--- src/rtl/raw10_depacker.sv ---
// RAW10 depacker: turns a 4-lane MIPI byte stream into 4 x 10-bit pixels per 5-byte group.
// Optional build macro RAW10_DEPACK_ERR_EN adds error_o (line ended mid-group).
module raw10_depacker #(
    parameter int LANES = 4
) (
    input  logic        clk_i,
    input  logic        reset_i,
    input  logic        line_valid_i,
    input  logic        data_valid_i,
    input  logic [31:0] data_i,
    output logic        line_valid_o,
    output logic        output_valid_o,
`ifdef RAW10_DEPACK_ERR_EN
    output logic [39:0] output_o,
    output logic        error_o
`else
    output logic [39:0] output_o
`endif
);

    if (LANES != 4) begin : g_lanes_check
        $error("raw10_depacker supports LANES == 4 only");
    end

    // State names give the number of residual bytes held in r_res.
    typedef enum logic [2:0] {
        StRes0 = 3'd0,
        StRes4 = 3'd1,
        StRes3 = 3'd2,
        StRes2 = 3'd3,
        StRes1 = 3'd4
    } state_e;

    state_e      r_state;
    state_e      w_state_d;
    logic [31:0] r_res;
    logic [31:0] w_res_d;
    logic [39:0] w_grp;
    logic        w_grp_vld;
    logic [39:0] w_pix;
    logic        w_accept;
    logic        r_out_vld;
    logic [39:0] r_out;
    logic        r_lv;

    assign w_accept = line_valid_i & data_valid_i;

    // Group bytes are packed earliest-first from bit 0: byte k at [8k+7:8k].
    always_comb begin
        w_state_d = r_state;
        w_res_d   = r_res;
        w_grp     = '0;
        w_grp_vld = 1'b0;
        if (!line_valid_i) begin
            w_state_d = StRes0;
            w_res_d   = '0;
        end else if (w_accept) begin
            unique case (r_state)
                StRes0: begin
                    w_res_d   = data_i;
                    w_state_d = StRes4;
                end
                StRes4: begin
                    w_grp     = {data_i[7:0], r_res};
                    w_res_d   = {8'h00, data_i[31:8]};
                    w_grp_vld = 1'b1;
                    w_state_d = StRes3;
                end
                StRes3: begin
                    w_grp     = {data_i[15:0], r_res[23:0]};
                    w_res_d   = {16'h0000, data_i[31:16]};
                    w_grp_vld = 1'b1;
                    w_state_d = StRes2;
                end
                StRes2: begin
                    w_grp     = {data_i[23:0], r_res[15:0]};
                    w_res_d   = {24'h000000, data_i[31:24]};
                    w_grp_vld = 1'b1;
                    w_state_d = StRes1;
                end
                StRes1: begin
                    w_grp     = {data_i, r_res[7:0]};
                    w_res_d   = '0;
                    w_grp_vld = 1'b1;
                    w_state_d = StRes0;
                end
                default: begin
                    w_res_d   = '0;
                    w_state_d = StRes0;
                end
            endcase
        end
    end

    // Pixel n = {Bn, B4[2n+1:2n]}; pixel 0 lands in the top field.
    assign w_pix = {w_grp[7:0],   w_grp[33:32],
                    w_grp[15:8],  w_grp[35:34],
                    w_grp[23:16], w_grp[37:36],
                    w_grp[31:24], w_grp[39:38]};

    always_ff @(posedge clk_i or posedge reset_i) begin
        if (reset_i) begin
            r_state <= StRes0;
            r_res   <= '0;
        end else begin
            r_state <= w_state_d;
            r_res   <= w_res_d;
        end
    end

    always_ff @(posedge clk_i or posedge reset_i) begin
        if (reset_i) begin
            r_out_vld <= 1'b0;
            r_out     <= '0;
            r_lv      <= 1'b0;
        end else begin
            r_out_vld <= w_grp_vld;
            r_lv      <= line_valid_i;
            if (w_grp_vld) begin
                r_out <= w_pix;
            end
        end
    end

    assign line_valid_o   = r_lv;
    assign output_valid_o = r_out_vld;
    assign output_o       = r_out;

`ifdef RAW10_DEPACK_ERR_EN
    logic r_err;

    always_ff @(posedge clk_i or posedge reset_i) begin
        if (reset_i) begin
            r_err <= 1'b0;
        end else begin
            r_err <= r_lv & ~line_valid_i & (r_state != StRes0);
        end
    end

    assign error_o = r_err;
`endif

endmodule

--- config.mk ---
export PLATFORM = sky130hd
export DESIGN_NAME = raw10_depacker
export DESIGN_NICKNAME = d
export VERILOG_FILES = /design/src/rtl/raw10_depacker.sv
export SDC_FILE = /design/constraint.sdc
export NUM_CORES = 1
export LEC_CHECK = 0
export BUFFER_PORTS_ARGS = -buffer_cell sky130_fd_sc_hd__buf_2
export CORE_MARGIN = 2
export CORE_UTILIZATION = 36
export CTS_CLUSTER_SIZE = 12
export DETAILED_ROUTE_END_ITERATION = 12
export PLACE_DENSITY = 0.64
export SETUP_SLACK_MARGIN = 0.5
export SLEW_MARGIN = 20
export SYNTH_ARGS = -nofsm -noshare
export SYNTH_HDL_FRONTEND = slang
export SYNTH_SLANG_ARGS = --single-unit
--- constraint.sdc ---
create_clock -name clk_i -period 2.87 [get_ports clk_i]
set_clock_uncertainty 0.05 [all_clocks]
set_input_delay 0.287 -clock clk_i [delete_from_list [all_inputs] [get_ports clk_i]]
set_output_delay 0.287 -clock clk_i [all_outputs]
set_load 0.02 [all_outputs]
==> metrics.yaml <==
global_route:
  use_met3: 0.0497
  grt.overflow.total: 0
  use_met1: 0.282
  busiest_layer: "met2"
  antenna_found_initial: 0
  grt_pass1_wl_um: 20400
  grt_max_degree: 42
  met2_usage: 0.310
  grt_pass1_vias: 3619
  grtUsageTotal: 0.208
setup_path:
  worstPathRequired_ns: 3.05
  cp-startpoint: "r_state[0]$_DFFE_PP0P_"
  r2r_cells: 4
  cp-endpoint: "r_res[3]$_DFFE_PP0P_"
  reg2reg_slack_ns: 0.77
  worstPathArrival_ns: 2.27
  worstSetupPathType: "flop to flop"
  worstSetupStartpointType: "flop"
  r2r_start: "r_state[0]$_DFFE_PP0P_"
  endpoint_kind: "flop"
  crit_path_max_fanout: 25
  r2r_end: "r_res[3]$_DFFE_PP0P_"
yosys:
  async_reset_ff_frac: 1.00
  synth_enable_flop_cells: 0
  netlist_instances: 399
  yosys_warnings: 0
  seq_area_frac_synth: 0.456
  synth_cell_type_count: 35
  ys_ff_latch: 77
  syn_avg_cell_area_um2: 10.6
  ys.flop_type: "dfrtp_1"
  synth.net_count: 435
  synthesis.area_mm2: 0.00423
clocking:
  cts_tree: "done"
  clock_sinks: 77
  htree_levels: 3
  clkTransAtPathRegs_ns: 0.06
  clock_path_buffers: 2
  clock_latency_ns: 0.34
  cts_setup_buffers: 0
  root_buffer: "clkbuf_16"
  cts_buffers: 9
timing:
  hold_viol: 0
  finalSetupViolCount: 0
  rsz0062_at_grt: "no"
  worstMarginPinSlew_ns: 0.740
  fmax_mhz: 477
  maxSlewHeadroom: 0.506
  fin_crit_sh: 0.731
  post-route-min-period_ns: 2.10
  fin_setup_tns_ns: 0
  finalMaxSlewViolations: 0
routing:
  post-route-drc-count: 0
  via_per_inst: 6.09
  first_pass_iters: 5
  wire_per_inst_um: 21.5
  drt_wl_total_um: 13000
  drt_iter0_drc: 352
  antenna_left: 0
  vias: 3693
outcome:
  status: "complete, no violations"
final_layout:
  layout_common_cells: "77 x buf_2, 77 x dfrtp_1, 48 x a31oi_1, 32 x nand2_1, 32 x mux2i_1"
  layout-drive-gt1-share: 0.298
  syn2layout_area_growth_pct: 18.8
  n_antenna_cell: 0
  fin_util: 0.440
  final_nets: 494
  final_area_mm2: 0.00502
pwr:
  p_leak_uw: 0.00218
  vdd_ir_drop_max_uv: 324
  p_per_area_mw_per_mm2: 703
place:
  placed_cell_area_mm2: 0.00468
  place_congestion: 0.871
  dp_hpwl_um: 9050
  place.port_buffers: 77
floorplanning:
  initial_core_util: 0.370
  io_pins: 78
  num_rows: 39
  dieArea_mm2: 0.0126
  die_y_um: 112
  coreArea_mm2: 0.0114
  die_w_um: 112
worst_hold_path:
  hp-class: "input pin to flop"
run:
  cap_violations: 0
==> registers in the layout, indices dropped and copies added, names as in the netlist <==
name and count:
output_valid_o 1, line_valid_o 1, r_state 3, r_res 32, output_o 40
==> per-stage QoR <==
| stage | setup slack [ns] | hold slack (ns) | instances | total power, uW |
|---|---|---|---|---|
| floorplan | 0.566 | 0.268 | 399 | 1980 |
| global placement | 0.621 | 0.340 | 589 | 2290 |
| detailed placement | 0.560 | 0.350 | 589 | 2310 |
| CTS | 0.544 | 0.174 | 606 | 3550 |
| global route | 0.700 | 0.190 | 606 | 3690 |
| finish | 0.773 | 0.177 | 606 | 3530 |
==> layer usage <==
metal / vias to the layer above / share of wire
met1: 1811 / 0.43
met2: 196 / 0.44
li1: 1642 / -
met5: - / 0
met4: 0 / 0.045
met3: 44 / 0.081
==> cells in the mapped netlist (all sizes together), types with 13 or more instances <==
cell type | number | area share
buf | 13 | 0.026
mux2 | 24 | 0.075
a22oi | 15 | 0.027
nand2 | 32 | 0.028
clkbuf | 32 | 0.028
dfrtp | 77 | 0.46
mux2i | 32 | 0.076
o22ai | 16 | 0.024
a31oi | 48 | 0.071
nor2b | 21 | 0.031
a32oi | 25 | 0.052
==> cells by family after synthesis <==
kind of cell,Yosys count,synth area share
DFF,77,0.456
muxes,56,0.151
AOI/OAI and AO/OA,141,0.238
buffers and inverters,47,0.0559
and+or+nand+nor,78,0.0997
==> worst max-delay path: stages, from the launching register on <==
cell and delay (ns):
dfrtp_1 0.67, buf_4 0.41, mux2i_1 0.40, o22ai_1 0.23
o21a_1 0.21
==> where the power goes <==
| part | switching [uW] | internal [uW] |
|---|---|---|
| sequential | 110 | 1270 |
| clock | 453 | 787 |
| combinational | 562 | 353 |
| total | 1120 | 2410 |
==> repair_timing <==
action	CTS	global route
gates resized for setup	0	2
setup endpoints to repair	0	7
hold buffers	1	0
hold endpoints to repair	27	0
==> area by class of cell <==
| type | instances | area (um^2) |
|---|---|---|
| Sequential cell | 77 | 1930 |
| Clock inverter | 5 | 83.8 |
| Inverter | 2 | 7.51 |
| Fill cell | 1124 | 6390 |
| Multi-Input combinational cell | 275 | 2080 |
| Timing Repair Buffer | 93 | 508 |
| Clock buffer | 11 | 243 |
| Tap cell | 143 | 179 |
==> how the worst min path moves through the flow <==
stage / startpoint / endpoint / slack (ns) / depth (start not counted)
floorplan: line_valid_i / line_valid_o$_DFF_PP0_ / 0.27 / 0
detailed placement: reset_i / output_o[24]$_DFFE_PP0P_ / 0.35 / 2
finish: data_i[29] / r_res[29]$_DFFE_PP0P_ / 0.18 / 2
global placement: reset_i / output_o[23]$_DFFE_PP0P_ / 0.34 / 2
CTS: data_i[29] / r_res[29]$_DFFE_PP0P_ / 0.17 / 2
global route: data_i[27] / r_res[27]$_DFFE_PP0P_ / 0.19 / 2
Note: power is estimated with default switching activity, not from simulation.
